**src/rtl/ide_mdma_seq_if.sv**
```systemverilog
// rtl/ide_mdma_seq_if.sv - drive handshake, Port A and status signals of the multiword-DMA sequencer
interface ide_mdma_seq_if;
  logic        DMA_ARM;
  logic        PS2WrIDE;
  logic [7:0]  XFER_SECT;
  logic        DMARQ;
  logic        DMACK_n;
  logic        DIOR_n;
  logic        DIOW_n;
  logic [15:0] DD_IN;
  logic [15:0] DD_OUT;
  logic        DD_OE;
  logic [15:0] DInA;
  logic [15:0] DOutA;
  logic        EnbA;
  logic        WrA;
  logic        RegEA;
  logic        IncAddrA;
  logic        HWOE;
  logic        A0;
  logic        WithinABlock;
  logic        PA_HvSpace;
  logic        PA_OD_Rdy;
  logic        CRC_ARM;
  logic        CRC_ENB;
  logic        BUSY;
  logic        XFER_DONE;

  modport master (
    input  DMA_ARM, PS2WrIDE, XFER_SECT, DMARQ, DD_IN, DOutA,
           A0, WithinABlock, PA_HvSpace, PA_OD_Rdy,
    output DMACK_n, DIOR_n, DIOW_n, DD_OUT, DD_OE, DInA,
           EnbA, WrA, RegEA, IncAddrA, HWOE, CRC_ARM, CRC_ENB, BUSY, XFER_DONE
  );

  modport slave (
    output DMA_ARM, PS2WrIDE, XFER_SECT, DMARQ, DD_IN, DOutA,
           A0, WithinABlock, PA_HvSpace, PA_OD_Rdy,
    input  DMACK_n, DIOR_n, DIOW_n, DD_OUT, DD_OE, DInA,
           EnbA, WrA, RegEA, IncAddrA, HWOE, CRC_ARM, CRC_ENB, BUSY, XFER_DONE
  );
endinterface

```
**src/rtl/ide_mdma_seq.sv**
```systemverilog
// rtl/ide_mdma_seq.sv - IDE multiword-DMA sequencer between drive bus and buffer Port A
// Optional CRC unit controls are built when IDE_CRC_EN is defined.
module ide_mdma_seq #(
  parameter int T_ACT = 4,
  parameter int T_REC = 2
) (
  input  logic          CLK4,
  input  logic          RST,
  ide_mdma_seq_if.master bus
);

  typedef enum logic [3:0] {
    S_IDLE, S_GATE, S_PREF0, S_PREF1, S_PREF2, S_ACK, S_STRB, S_REC, S_PAUSE, S_DONE
  } state_t;

  localparam logic [7:0] ACT_LAST = 8'(T_ACT - 1);
  localparam logic [7:0] REC_LAST = 8'(T_REC - 1);

  state_t      state_q, state_d;
  logic [1:0]  rq_sync_q;
  logic        rq;
  logic [16:0] cnt_q, cnt_d;
  logic [7:0]  tmr_q, tmr_d;
  logic        wr_dir_q, wr_dir_d;
  logic        gate_ok, rd_last;

  logic        dmack_n_q, dmack_n_d;
  logic        dior_n_q, dior_n_d;
  logic        diow_n_q, diow_n_d;
  logic        dd_oe_q, dd_oe_d;
  logic [15:0] dd_out_q, dina_q;
  logic        enba_q, enba_d, wra_q, wra_d, rega_q, rega_d, inc_q, inc_d;
  logic        hwoe_q, busy_q, busy_d, done_q, done_d;

  assign rq = rq_sync_q[1];

  always_ff @(posedge CLK4) begin
    if (RST) rq_sync_q <= 2'b00;
    else     rq_sync_q <= {rq_sync_q[0], bus.DMARQ};
  end

  always_comb begin
    state_d  = state_q;
    cnt_d    = cnt_q;
    tmr_d    = tmr_q;
    wr_dir_d = wr_dir_q;
    gate_ok  = bus.WithinABlock | (wr_dir_q ? bus.PA_OD_Rdy : bus.PA_HvSpace);
    rd_last  = (state_q == S_STRB) && (tmr_q == 8'd0) && !wr_dir_q;
    unique case (state_q)
      S_IDLE: if (rq) begin
        state_d  = S_GATE;
        cnt_d    = (bus.XFER_SECT == 8'd0) ? 17'h10000 : {1'b0, bus.XFER_SECT, 8'h00};
        wr_dir_d = bus.PS2WrIDE;
      end
      S_GATE:  if (gate_ok) state_d = wr_dir_q ? S_PREF0 : S_ACK;
      S_PREF0: state_d = S_PREF1;
      S_PREF1: state_d = S_PREF2;
      S_PREF2: state_d = S_ACK;
      S_ACK: begin
        state_d = S_STRB;
        tmr_d   = ACT_LAST;
      end
      S_STRB: if (tmr_q == 8'd0) begin
        state_d = S_REC;
        tmr_d   = REC_LAST;
        cnt_d   = cnt_q - 17'd1;
      end else begin
        tmr_d = tmr_q - 8'd1;
      end
      S_REC: if (tmr_q != 8'd0)     tmr_d   = tmr_q - 8'd1;
             else if (cnt_q == '0)  state_d = S_DONE;
             else if (!rq)          state_d = S_PAUSE;
             else                   state_d = S_GATE;
      S_PAUSE: if (rq) state_d = S_GATE;
      S_DONE:  state_d = S_DONE;
      default: state_d = S_IDLE;
    endcase

    // DMACK stays asserted through stalls and prefetch between words, but not after a pause
    dmack_n_d = !((state_d inside {S_ACK, S_STRB, S_REC}) ||
                  (!dmack_n_q && (state_d inside {S_GATE, S_PREF0, S_PREF1, S_PREF2})));
    dior_n_d  = !((state_d == S_STRB) && !wr_dir_d);
    diow_n_d  = !((state_d == S_STRB) && wr_dir_d);
    dd_oe_d   = wr_dir_d && !dmack_n_d;
    wra_d     = rd_last;
    enba_d    = rd_last || (state_d == S_PREF0);
    inc_d     = rd_last || (state_d == S_PREF2);
    rega_d    = (state_d == S_PREF1);
    busy_d    = !(state_d inside {S_IDLE, S_DONE});
    done_d    = (state_d == S_DONE);
  end

  always_ff @(posedge CLK4) begin
    if (RST || !bus.DMA_ARM) begin
      state_q   <= S_IDLE;
      cnt_q     <= '0;
      tmr_q     <= '0;
      wr_dir_q  <= 1'b0;
      dmack_n_q <= 1'b1;
      dior_n_q  <= 1'b1;
      diow_n_q  <= 1'b1;
      dd_oe_q   <= 1'b0;
      dd_out_q  <= '0;
      dina_q    <= '0;
      enba_q    <= 1'b0;
      wra_q     <= 1'b0;
      rega_q    <= 1'b0;
      inc_q     <= 1'b0;
      hwoe_q    <= 1'b0;
      busy_q    <= 1'b0;
      done_q    <= 1'b0;
    end else begin
      state_q   <= state_d;
      cnt_q     <= cnt_d;
      tmr_q     <= tmr_d;
      wr_dir_q  <= wr_dir_d;
      dmack_n_q <= dmack_n_d;
      dior_n_q  <= dior_n_d;
      diow_n_q  <= diow_n_d;
      dd_oe_q   <= dd_oe_d;
      enba_q    <= enba_d;
      wra_q     <= wra_d;
      rega_q    <= rega_d;
      inc_q     <= inc_d;
      busy_q    <= busy_d;
      done_q    <= done_d;
      if (state_q == S_PREF0) hwoe_q   <= bus.A0;
      if (state_q == S_PREF2) dd_out_q <= bus.DOutA;
      if (rd_last)            dina_q   <= bus.DD_IN;
    end
  end

  assign bus.DMACK_n   = dmack_n_q;
  assign bus.DIOR_n    = dior_n_q;
  assign bus.DIOW_n    = diow_n_q;
  assign bus.DD_OE     = dd_oe_q;
  assign bus.DD_OUT    = dd_out_q;
  assign bus.DInA      = dina_q;
  assign bus.EnbA      = enba_q;
  assign bus.WrA       = wra_q;
  assign bus.RegEA     = rega_q;
  assign bus.IncAddrA  = inc_q;
  assign bus.HWOE      = hwoe_q;
  assign bus.BUSY      = busy_q;
  assign bus.XFER_DONE = done_q;

`ifdef IDE_CRC_EN
  logic crc_arm_q, crc_enb_q;

  // ARM is held low during the first cycle out of IDLE so the CRC unit clears
  always_ff @(posedge CLK4) begin
    if (RST || !bus.DMA_ARM) begin
      crc_arm_q <= 1'b0;
      crc_enb_q <= 1'b0;
    end else begin
      crc_arm_q <= !(state_d inside {S_IDLE, S_DONE}) && (state_q != S_IDLE);
      crc_enb_q <= rd_last || (state_d == S_PREF2);
    end
  end

  assign bus.CRC_ARM = crc_arm_q;
  assign bus.CRC_ENB = crc_enb_q;
`else
  assign bus.CRC_ARM = 1'b0;
  assign bus.CRC_ENB = 1'b0;
`endif

endmodule

```
**src/flat_wrapper.sv**
```systemverilog
// flat-port wrapper written by rule: the top's interface ports become plain ports
module ide_mdma_seq_flat 
#(
  parameter int T_ACT = 4,
  parameter int T_REC = 2
)
  (CLK4, RST, bus_DMA_ARM, bus_PS2WrIDE, bus_XFER_SECT, bus_DMARQ, bus_DD_IN, bus_DOutA, bus_A0, bus_WithinABlock, bus_PA_HvSpace, bus_PA_OD_Rdy, bus_DMACK_n, bus_DIOR_n, bus_DIOW_n, bus_DD_OUT, bus_DD_OE, bus_DInA, bus_EnbA, bus_WrA, bus_RegEA, bus_IncAddrA, bus_HWOE, bus_CRC_ARM, bus_CRC_ENB, bus_BUSY, bus_XFER_DONE);
  ide_mdma_seq_if bus_i ();
  input  logic CLK4;
  input  logic RST;
  input wire logic [$bits(bus_i.DMA_ARM)-1:0] bus_DMA_ARM;
  input wire logic [$bits(bus_i.PS2WrIDE)-1:0] bus_PS2WrIDE;
  input wire logic [$bits(bus_i.XFER_SECT)-1:0] bus_XFER_SECT;
  input wire logic [$bits(bus_i.DMARQ)-1:0] bus_DMARQ;
  input wire logic [$bits(bus_i.DD_IN)-1:0] bus_DD_IN;
  input wire logic [$bits(bus_i.DOutA)-1:0] bus_DOutA;
  input wire logic [$bits(bus_i.A0)-1:0] bus_A0;
  input wire logic [$bits(bus_i.WithinABlock)-1:0] bus_WithinABlock;
  input wire logic [$bits(bus_i.PA_HvSpace)-1:0] bus_PA_HvSpace;
  input wire logic [$bits(bus_i.PA_OD_Rdy)-1:0] bus_PA_OD_Rdy;
  output wire logic [$bits(bus_i.DMACK_n)-1:0] bus_DMACK_n;
  output wire logic [$bits(bus_i.DIOR_n)-1:0] bus_DIOR_n;
  output wire logic [$bits(bus_i.DIOW_n)-1:0] bus_DIOW_n;
  output wire logic [$bits(bus_i.DD_OUT)-1:0] bus_DD_OUT;
  output wire logic [$bits(bus_i.DD_OE)-1:0] bus_DD_OE;
  output wire logic [$bits(bus_i.DInA)-1:0] bus_DInA;
  output wire logic [$bits(bus_i.EnbA)-1:0] bus_EnbA;
  output wire logic [$bits(bus_i.WrA)-1:0] bus_WrA;
  output wire logic [$bits(bus_i.RegEA)-1:0] bus_RegEA;
  output wire logic [$bits(bus_i.IncAddrA)-1:0] bus_IncAddrA;
  output wire logic [$bits(bus_i.HWOE)-1:0] bus_HWOE;
  output wire logic [$bits(bus_i.CRC_ARM)-1:0] bus_CRC_ARM;
  output wire logic [$bits(bus_i.CRC_ENB)-1:0] bus_CRC_ENB;
  output wire logic [$bits(bus_i.BUSY)-1:0] bus_BUSY;
  output wire logic [$bits(bus_i.XFER_DONE)-1:0] bus_XFER_DONE;
  assign bus_i.DMA_ARM = bus_DMA_ARM;
  assign bus_i.PS2WrIDE = bus_PS2WrIDE;
  assign bus_i.XFER_SECT = bus_XFER_SECT;
  assign bus_i.DMARQ = bus_DMARQ;
  assign bus_i.DD_IN = bus_DD_IN;
  assign bus_i.DOutA = bus_DOutA;
  assign bus_i.A0 = bus_A0;
  assign bus_i.WithinABlock = bus_WithinABlock;
  assign bus_i.PA_HvSpace = bus_PA_HvSpace;
  assign bus_i.PA_OD_Rdy = bus_PA_OD_Rdy;
  assign bus_DMACK_n = bus_i.DMACK_n;
  assign bus_DIOR_n = bus_i.DIOR_n;
  assign bus_DIOW_n = bus_i.DIOW_n;
  assign bus_DD_OUT = bus_i.DD_OUT;
  assign bus_DD_OE = bus_i.DD_OE;
  assign bus_DInA = bus_i.DInA;
  assign bus_EnbA = bus_i.EnbA;
  assign bus_WrA = bus_i.WrA;
  assign bus_RegEA = bus_i.RegEA;
  assign bus_IncAddrA = bus_i.IncAddrA;
  assign bus_HWOE = bus_i.HWOE;
  assign bus_CRC_ARM = bus_i.CRC_ARM;
  assign bus_CRC_ENB = bus_i.CRC_ENB;
  assign bus_BUSY = bus_i.BUSY;
  assign bus_XFER_DONE = bus_i.XFER_DONE;
  ide_mdma_seq #(.T_ACT(T_ACT), .T_REC(T_REC)) u_core (.CLK4(CLK4), .RST(RST), .bus(bus_i));
endmodule
```
**config.mk**
```make
export PLATFORM = sky130hd
export DESIGN_NAME = ide_mdma_seq_flat
export DESIGN_NICKNAME = d
export VERILOG_FILES = /design/src/rtl/ide_mdma_seq_if.sv /design/src/rtl/ide_mdma_seq.sv /design/src/flat_wrapper.sv
export SDC_FILE = /design/constraint.sdc
export NUM_CORES = 1
export LEC_CHECK = 0
export CORE_MARGIN = 1
export CORE_UTILIZATION = 35
export CTS_CLUSTER_SIZE = 25
export DETAILED_ROUTE_END_ITERATION = 8
export HOLD_SLACK_MARGIN = 0.03
export PLACE_DENSITY = 0.61
export RECOVER_POWER = 50
export SLEW_MARGIN = 10
export SYNTH_ARGS = -nofsm -noshare
export SYNTH_HDL_FRONTEND = slang
export SYNTH_SLANG_ARGS = --single-unit
```
**constraint.sdc**
```tcl
create_clock -name CLK4 -period 3.1 [get_ports CLK4]
set_input_delay 0.31 -clock CLK4 [delete_from_list [all_inputs] [get_ports CLK4]]
set_output_delay 0.31 -clock CLK4 [all_outputs]
set_load 0.01 [all_outputs]
```
==> metrics.md, run 1 <==
| Metric | Value |
|---|---|
| Status | complete, no violations |
| Slowest cell delay on critical path | 0.55 ns |
| Share of async-settable or async-resettable flops after synthesis | 0% |
| Synthesis-to-finish area growth | 36.9% |
| # placed instances | 620 |
| Sum Neg Setup Slack | 0 ns |
| Setup slack after layout | 0.737 ns |
| Vertical die dimension | 100 um |
| Total count of max-transition violations in the final report | 0 |
| Ys Warns | 0 |
| Remaining number of nets flagged by the antenna check after routing | 0 |
| Effective utilization at floorplan | 36.4% |
| Leading area contributor after synthesis | dfxtp_1 |
| Port-buffer cells | 91 |
| Wire length of the first global-routing pass | 14700 um |
| Placement Setup Slack | 0.768 ns |
| Count of hold-fix buffers inserted at cts | 0 |
| Clock tree from TritonCTS | yes |
| Number of max-cap violations | 0 |
| Required time of the critical path | 3.33 ns |
| Initial DRC Count | 175 |
| Hpwl dp | 6470 um |
| Global-route total usage across every layer | 18.6% |
| Seq/Total Area, Yosys | 44.5% |
| Vias in the first global route | 2953 |
| Total area of sequential cells | 1500 sq um |
| Fraction of the cycle the final worst path needs | 76.2% |
| Transition time of the tightest slew-check pin | 0.693 ns |
| Number of primary I/O pins | 94 |
| Leakage power total | 1.71 nW |
| Number of vias after detailed routing | 3227 |
| Proportion of netlist area held by the largest area contributor | 44.5% |
| Startpoint class of the critical path | register |
| Post-Syn Instances | 415 |
| Wire length reported by the detailed router | 8970 um |
| Pin count of the biggest net entering global routing | 36 |
| Synthesized area per cell | 8.14 sq um |
| Count of flip-flops with a built-in enable after synthesis | 0 |
| VDD IR-drop max | 165 uV |
| Total CTS buffers | 9 |
| Post CTS Setup Buffer Count | 0 |
| Number of cells upsized or downsized after cts | 0 |
| Number of cell rows | 35 |
| Largest delay share family, worst path | simple AND/OR/NAND/NOR gates |
| Most frequent cells after synthesis | nand2_1, dfxtp_1, a21oi_1 |
| Clock slew at reported path FFs | 0.08 ns |
| Vias per inst | 5.08 |
| Number of clock sinks | 75 |
| Min cycle time layout | 2.36 ns |
| Power density relative to cell area | 423 nW/um^2 |
| Fraction of layout cells with a size suffix above 1 | 7.31% |
| Global route overflow | 0 |
| Fillers | 925 |
| Endpoints failing hold | 0 |
| CTS Root Cell | clkbuf_8 |
| Cell variety after synth | 60 |
| HP Class | register to register |
| Die Span X | 100 um |
| Post-layout nets | 555 |
| Number of buffer and inverter stages on the critical path | 0 |
| Fin cells | 635 |
| Core area | 9280 sq um |
| Weighted congestion at the end of routability-driven global placement | 0.890 |
| Critical Path End Type | register |
| Post-synthesis sequential element count | 75 |
| Number of detailed-route iterations in the first pass | 5 |
| Remaining DRCs | 0 |
| Multi-input gate area | 1740 sq um |
| Deepest level of the CTS H-tree | 3 |
| Fin util | 49.8% |
| Maximum count of clock buffers along a single path | 2 |
| Peak clock frequency supported by timing | 423 MHz |
| Routed wirelength normalized by instance count | 14.1 um |
| Number of antenna repair diodes | 0 |
| Worst-case hold slack | 0.453 ns |
| Final setup violating endpoints | 0 |
| CP cell instances | nor4bb_4 > and3_1 > or3_1 > a2111oi_2 > or4_1 |
| Worst Clk Skew | 0.00675 ns |
| Die outline area | 10000 sq um |
| Data arrival time of the critical path | 2.59 ns |
| Cell with the most instances after synthesis | nand2_1 |
| Critical path start-end classification | register to register |
| Max-slew headroom | 53.5% |
| Antenna violations before repair | 0 |
| RSZ-0062 raised after global routing | no |
| Cell type of the slowest stage on the worst timing path | nor4bb_4 |
| Top_reg_cell synth | dfxtp_1 |
| Post-synthesis cell area | 3380 sq um |
| Clock latency of the later-clocked register in the worst-skew pair | 0.35 ns |
| Biggest area contributors in the synthesized netlist | dfxtp_1, nand2_1, a21oi_1 |
| Largest fanout on the critical path | 18 |
[logic make-up (layout without fill, tap and decap cells)]
| family | count (synthesis) | count (layout) | share of synthesized area [%] |
|---|---|---|---|
| buffers and inverters | 33 | 123 | 4.22 |
| multiplexers | 2 | 2 | 0.593 |
| flip-flops | 75 | 75 | 44.5 |
| AO/OA/AOI/OAI | 101 | 101 | 18.8 |
| AND/OR/NAND/NOR | 189 | 189 | 27.8 |
| adder cells (fa/ha/maj) | 4 | 4 | 1.48 |
| other | 1 | 2 | 0.111 |
| XOR/XNOR | 10 | 10 | 2.59 |
[path summary, 6_finish.rpt]
check	startpoint	endpoint	slack (ns)	depth (start not counted)
worst max-delay path	u_core.state_q[0]	u_core.bus.DMACK_n	0.74	5
worst min-delay path	u_core.bus.DInA[6]	u_core.bus.DInA[6]	0.45	2
worst max register to register	u_core.state_q[0]	u_core.bus.DMACK_n	0.74	5
worst min register to register	u_core.bus.DInA[6]	u_core.bus.DInA[6]	0.45	2
[state kept, by name (all words and copies together), names as in the netlist]
signal	flops
u_core.cnt_q	17
u_core.bus.DD_OUT	16
u_core.bus.DInA	16
u_core.tmr_q	8
u_core.state_q	4
u_core.rq_sync_q	2
u_core.bus.BUSY	1
u_core.bus.DD_OE	1
u_core.bus.DIOR_n	1
u_core.bus.DIOW_n	1
u_core.bus.DMACK_n	1
u_core.bus.EnbA	1
u_core.bus.HWOE	1
u_core.bus.IncAddrA	1
u_core.bus.RegEA	1
u_core.bus.WrA	1
u_core.bus.XFER_DONE	1
u_core.wr_dir_q	1
[placed cells by master, fill, tap and decap left out, types with 3 or more instances in the layout]
| cell | n |
|---|---|
| buf_4 | 7 |
| nand4_1 | 8 |
| clkdlybuf4s50_1 | 47 |
| nor2b_1 | 3 |
| nor2_1 | 37 |
| nand2_1 | 80 |
| or4_1 | 4 |
| clkbuf_8 | 9 |
| nand3_1 | 10 |
| nor3_1 | 10 |
| or3_1 | 3 |
| and3_1 | 3 |
| a21oi_1 | 48 |
| xor2_1 | 7 |
| nor4_1 | 6 |
| dlygate4sd3_1 | 44 |
| o21ai_0 | 18 |
| a311oi_1 | 3 |
| inv_1 | 10 |
| dfxtp_1 | 75 |
| nor3b_1 | 3 |
| ha_1 | 4 |
| xnor2_1 | 3 |
| nand2b_1 | 5 |
[layer usage]
| layer | share of wire, % | track usage [%] | vias up |
|---|---|---|---|
| met1 | 46 | 24.6 | 1484 |
| met2 | 48 | 30.1 | 99 |
| met3 | 4.9 | 2.86 | 13 |
| met5 | 0 | 0 | - |
| li1 | - | - | 1631 |
| met4 | 1.6 | 8.14 | 0 |
[cell type report]
class                      count  share of cell area [%]
inverter                      10                   0.812
multi-input combinational    308                    37.7
clock buffer                   9                    2.68
sequential                    75                    32.5
tap                          129                    3.49
clock inverter                 6                    1.95
timing repair buffer          98                    20.8
[worst register-to-register path, cell delays in order (launching register included)]
cell and delay [ns]:
dfxtp_1 0.51, nor4bb_4 0.55, and3_1 0.40, or3_1 0.25, a2111oi_2 0.06, or4_1 0.48
[through the flow]
stage | cell area, sq um | total power, mW
6_report | 4620 | 1.96
5_1_grt | 4620 | 2.03
4_1_cts | 4620 | 1.98
3_5_place_dp | 4410 | 1.16
3_3_place_gp | 4410 | 1.16
2_1_floorplan | 3380 | 1.07
[where the power goes]
group / switching (mW) / leakage [nW] / total, mW / internal [mW]
Sequential: 0.00847 / 0.605 / 0.978 / 0.969
Combinational: 0.0705 / 1.00 / 0.157 / 0.0864
Clock: 0.371 / 0.106 / 0.822 / 0.451
Total: 0.450 / 1.71 / 1.96 / 1.51
(Power assumes the default switching activity.)
==> inputs of run 2 (changes only) <==
Clock period 3.1 ns to 2.3 ns, I/O delays scaled along.
==> metrics.md, run 2 (same netlist as run 1, synthesis figures left out) <==
| Metric | Value |
|---|---|
| Min cycle time layout | 2.19 ns |
| Fraction of layout cells with a size suffix above 1 | 12.3% |
| Synthesis-to-finish area growth | 42.8% |
| Routed wirelength normalized by instance count | 14.2 um |
| Initial DRC Count | 122 |
| Port-buffer cells | 91 |
| Final setup violating endpoints | 0 |
| Global route overflow | 0 |
| Number of vias after detailed routing | 3349 |
| Overall power | 2.66 mW |
| Vias in the first global route | 3096 |
| Global-route total usage across every layer | 19.3% |
| Transition time of the tightest slew-check pin | 0.565 ns |
| Required time of the critical path | 2.53 ns |
| Endpoints failing hold | 0 |
| Deepest level of the CTS H-tree | 3 |
| Number of primary I/O pins | 94 |
| Wire length reported by the detailed router | 9390 um |
| Number of clock sinks | 75 |
| Number of antenna repair diodes | 0 |
| Post-layout nets | 579 |
| HP Class | input pin to register |
| Number of detailed-route iterations in the first pass | 5 |
| Hpwl dp | 6890 um |
| Start point of the critical path | u_core.cnt_q[0] |
| Antenna violations before repair | 0 |
| Count of hold-fix buffers inserted at cts | 0 |
| Vias per inst | 5.08 |
| Vertical die dimension | 100 um |
| Total CTS buffers | 9 |
| Remaining number of nets flagged by the antenna check after routing | 0 |
| Largest fanout on the critical path | 6 |
| Maximum count of clock buffers along a single path | 2 |
| Number of cell rows | 35 |
| Clock slew at reported path FFs | 0.08 ns |
| Startpoint of the lowest-slack hold path | bus_DOutA[3] |
| Wire length of the first global-routing pass | 15200 um |
| Leakage power total | 1.82 nW |
| CTS Root Cell | clkbuf_8 |
| Register name with the most flops | u_core.cnt_q |
| Fillers | 903 |
| Post CTS Setup Buffer Count | 0 |
| Most used cells in the layout excluding fill and tap cells | nand2_1, dfxtp_1, a21oi_1 |
| Die outline area | 10000 sq um |
| Fraction of the cycle the final worst path needs | 95.2% |
| Multi-input gate area | 1760 sq um |
| Pin count of the biggest net entering global routing | 45 |
| Sum Neg Setup Slack | 0 ns |
| Most common cell after layout, fill and taps aside | nand2_1 |
| Total count of max-transition violations in the final report | 0 |
| Clock latency of the later-clocked register in the worst-skew pair | 0.35 ns |
| Clock tree from TritonCTS | yes |
| Weighted congestion at the end of routability-driven global placement | 0.889 |
| Core area | 9280 sq um |
| Data arrival time of the critical path | 2.42 ns |
| Worst-case hold slack | 0.424 ns |
| Effective utilization at floorplan | 36.4% |
| Total area of sequential cells | 1500 sq um |
| Beginning of the worst register-to-register path | u_core.cnt_q[0] |
| Worst Hold Depth | 3 |
| VDD IR-drop max | 338 uV |
| Max-slew headroom | 62.2% |
| Number of max-cap violations | 0 |
| Power density relative to cell area | 552 nW/um^2 |
| Die Span X | 100 um |
| Critical Path End Type | register |
| Status | complete, no violations |
| Cell depth of the worst flop-to-flop path | 7 |
| Largest register FFs | 17 |
| Worst Clk Skew | 0.0108 ns |
| Critical path start-end classification | register to register |
| RSZ-0062 raised after global routing | no |
| Number of cells upsized or downsized after cts | 0 |
| Peak clock frequency supported by timing | 457 MHz |
| Startpoint class of the critical path | register |
| Remaining DRCs | 0 |
==> run 2: cell count changes in the layout (fill, tap and decap cells not counted), moves of 2 or more <==
cell,delta
clkbuf_2,+2
dfxtp_2,+2
buf_12,+2
nor2_1,-2
buf_4,+16
clkbuf_1,+4
dfxtp_1,-2
nor2_2,+2
==> run 2: worst max-delay path, cell delays in order (launching register included) <==
cell	delay, ns
dfxtp_1	0.36
inv_1	0.09
ha_1	0.15
or3b_2	0.45
or3_4	0.37
or4_1	0.48
nand3_1	0.09
a21oi_1	0.08
==> run 2: area by class of cell <==
class / count / area share [%]
Clock buffer: 9 / 2.57
Multi-Input combinational cell: 308 / 36.4
Timing Repair Buffer: 122 / 23.8
Sequential cell: 75 / 31.2
Inverter: 10 / 0.778
Tap cell: 129 / 3.35
Clock inverter: 6 / 1.87
==> run 2: where the power goes <==
part	switching (mW)	internal [mW]	leakage [nW]
registers	0.0106	1.31	0.606
clock network	0.497	0.609	0.106
logic	0.106	0.135	1.11
==> run 2: worst paths after layout <==
kind | to | slack, ns
worst max-delay path | u_core.cnt_q[14] | 0.11
worst min register to register | u_core.rq_sync_q[1] | 0.44
worst max register to register | u_core.cnt_q[14] | 0.11
worst min-delay path | u_core.bus.DD_OUT[3] | 0.42
==> run 2: per-stage QoR <==
step | area, sq um | utilization, % | worst slack, ns | cells
floorplan | 3380 | - | 0.130 | 416
finish | 4820 | 52.0 | 0.110 | 659
global route | 4820 | 52.0 | 0.00740 | 659
CTS | 4830 | 52.0 | 0.0147 | 659
global placement | 4610 | 49.7 | 0.174 | 644
detailed placement | 4610 | 49.7 | 0.0589 | 644
==> run 2: per-layer routing <==
metal | wire [um] | vias up | track usage, %
met5 | 0 | - | 0
met4 | 114 | 0 | 6.13
met3 | 549 | 9 | 4.67
met2 | 4480 | 115 | 30.6
met1 | 4240 | 1547 | 25.8
li1 | - | 1678 | -
==> inputs of run 3 (changes only) <==
==> constraint.sdc (replaced) <==
create_clock -name CLK4 -period 2.3 [get_ports CLK4]
set_input_delay 0.345 -clock CLK4 [delete_from_list [all_inputs] [get_ports CLK4]]
set_output_delay 0.345 -clock CLK4 [all_outputs]
set_load 0.01 [all_outputs]
==> metrics.md, run 3 (same netlist as run 1, synthesis figures left out) <==
| Metric | Value |
|---|---|
| Post-layout nets | 572 |
| Worst Hold Depth | 2 |
| Remaining number of nets flagged by the antenna check after routing | 0 |
| Multi-input gate area | 1760 sq um |
| Maximum count of clock buffers along a single path | 2 |
| Post-route cell area | 4790 sq um |
| Largest register FFs | 17 |
| Status | complete, no violations |
| Placement-stage cell area | 4550 sq um |
| Clock latency of the later-clocked register in the worst-skew pair | 0.36 ns |
| Cell depth of the worst flop-to-flop path | 7 |
| Largest fanout on the critical path | 6 |
| Number of antenna repair diodes | 0 |
| Fraction of the cycle the final worst path needs | 94.8% |
| HP Class | register to register |
| Fillers | 938 |
| Remaining DRCs | 0 |
| Required time of the critical path | 2.55 ns |
| CTS Root Cell | clkbuf_8 |
| Effective utilization at floorplan | 36.4% |
| Initial DRC Count | 156 |
| Wire length reported by the detailed router | 9340 um |
| Deepest level of the CTS H-tree | 3 |
| Antenna violations before repair | 0 |
| Critical path start-end classification | register to register |
| Weighted congestion at the end of routability-driven global placement | 0.890 |
| Most common cell after layout, fill and taps aside | nand2_1 |
| Number of primary I/O pins | 94 |
| VDD IR-drop max | 301 uV |
| Core area | 9280 sq um |
| Die Span X | 100 um |
| Number of max-cap violations | 0 |
| Max-slew headroom | 55.2% |
| Peak clock frequency supported by timing | 459 MHz |
| Total CTS buffers | 9 |
| Critical Path End Type | register |
| Most used cells in the layout excluding fill and tap cells | nand2_1, dfxtp_1, a21oi_1 |
| Register name with the most flops | u_core.cnt_q |
| Total area of sequential cells | 1500 sq um |
| Global route overflow | 0 |
| Final setup violating endpoints | 0 |
| Die outline area | 10000 sq um |
| Leakage power total | 1.81 nW |
| Count of hold-fix buffers inserted at cts | 0 |
| Worst Clk Skew | 0.0110 ns |
| Vias per inst | 5.07 |
| Total count of max-transition violations in the final report | 0 |
| Pin count of the biggest net entering global routing | 35 |
| Wire length of the first global-routing pass | 15000 um |
| Post CTS Setup Buffer Count | 0 |
| Synthesis-to-finish area growth | 41.8% |
| Clock tree from TritonCTS | yes |
| Fraction of layout cells with a size suffix above 1 | 10.9% |
| Number of clock sinks | 75 |
| Vias in the first global route | 2998 |
| Data arrival time of the critical path | 2.43 ns |
| Clock slew at reported path FFs | 0.09 ns |
| Power density relative to cell area | 564 nW/um^2 |
| Sum Neg Setup Slack | 0 ns |
| Number of cells upsized or downsized after cts | 0 |
| Vertical die dimension | 100 um |
| Startpoint class of the critical path | register |
| RSZ-0062 raised after global routing | no |
| Transition time of the tightest slew-check pin | 0.666 ns |
| Port-buffer cells | 91 |
| Routed wirelength normalized by instance count | 14.3 um |
| Endpoints failing hold | 0 |
| Min cycle time layout | 2.18 ns |
| Number of detailed-route iterations in the first pass | 4 |
| Number of cell rows | 35 |
| Hpwl dp | 6760 um |
| Number of vias after detailed routing | 3312 |
| Global-route total usage across every layer | 18.9% |
[run 3: final cells by class]
type	count	share of cell area, %
Sequential cell	75	31.4
Inverter	10	0.784
Timing Repair Buffer	115	23.1
Clock buffer	9	2.59
Clock inverter	7	2.06
Multi-Input combinational cell	308	36.8
Tap cell	129	3.37
[run 3: metal layers]
metal / up-vias / GRT usage, % / share of wire [%]
li1: 1664 / - / -
met1: 1529 / 23.4 / 45
met2: 110 / 32.6 / 49
met3: 9 / 4.87 / 5.2
met4: 0 / 4.79 / 0.79
met5: - / 0 / 0
[run 3: worst paths after layout]
path | from | endpoint | slack, ns
min | u_core.bus.DD_OUT[7] | u_core.bus.DD_OUT[7] | 0.45
min reg2reg | u_core.bus.DD_OUT[7] | u_core.bus.DD_OUT[7] | 0.45
max | u_core.cnt_q[0] | u_core.cnt_q[14] | 0.12
max reg2reg | u_core.cnt_q[0] | u_core.cnt_q[14] | 0.12
[run 3: worst max-delay path: stages, from the launching register on]
cell and delay (ns):
dfxtp_1 0.36, inv_1 0.10, ha_1 0.17, or3b_2 0.46, or3_4 0.36, or4_1 0.47, nand3_1 0.09, a21oi_1 0.06
[run 3: stage by stage]
step	setup WS (ns)	hold WS [ns]	total power [mW]	instances	util, %
floorplan	0.130	0.414	1.45	416	-
global placement	0.133	0.441	1.58	637	49.0
detailed placement	0.0235	0.446	1.58	637	49.0
CTS	0.0925	0.457	2.73	653	51.4
global route	0.0249	0.470	2.80	653	51.6
finish	0.120	0.452	2.70	653	51.6
[run 3: where the power goes]
part           internal (mW)  switching, mW  leakage [nW]  total [mW]
sequential              1.31         0.0102         0.605        1.32
combinational          0.133          0.104          1.09       0.236
clock                  0.618          0.528         0.110        1.15
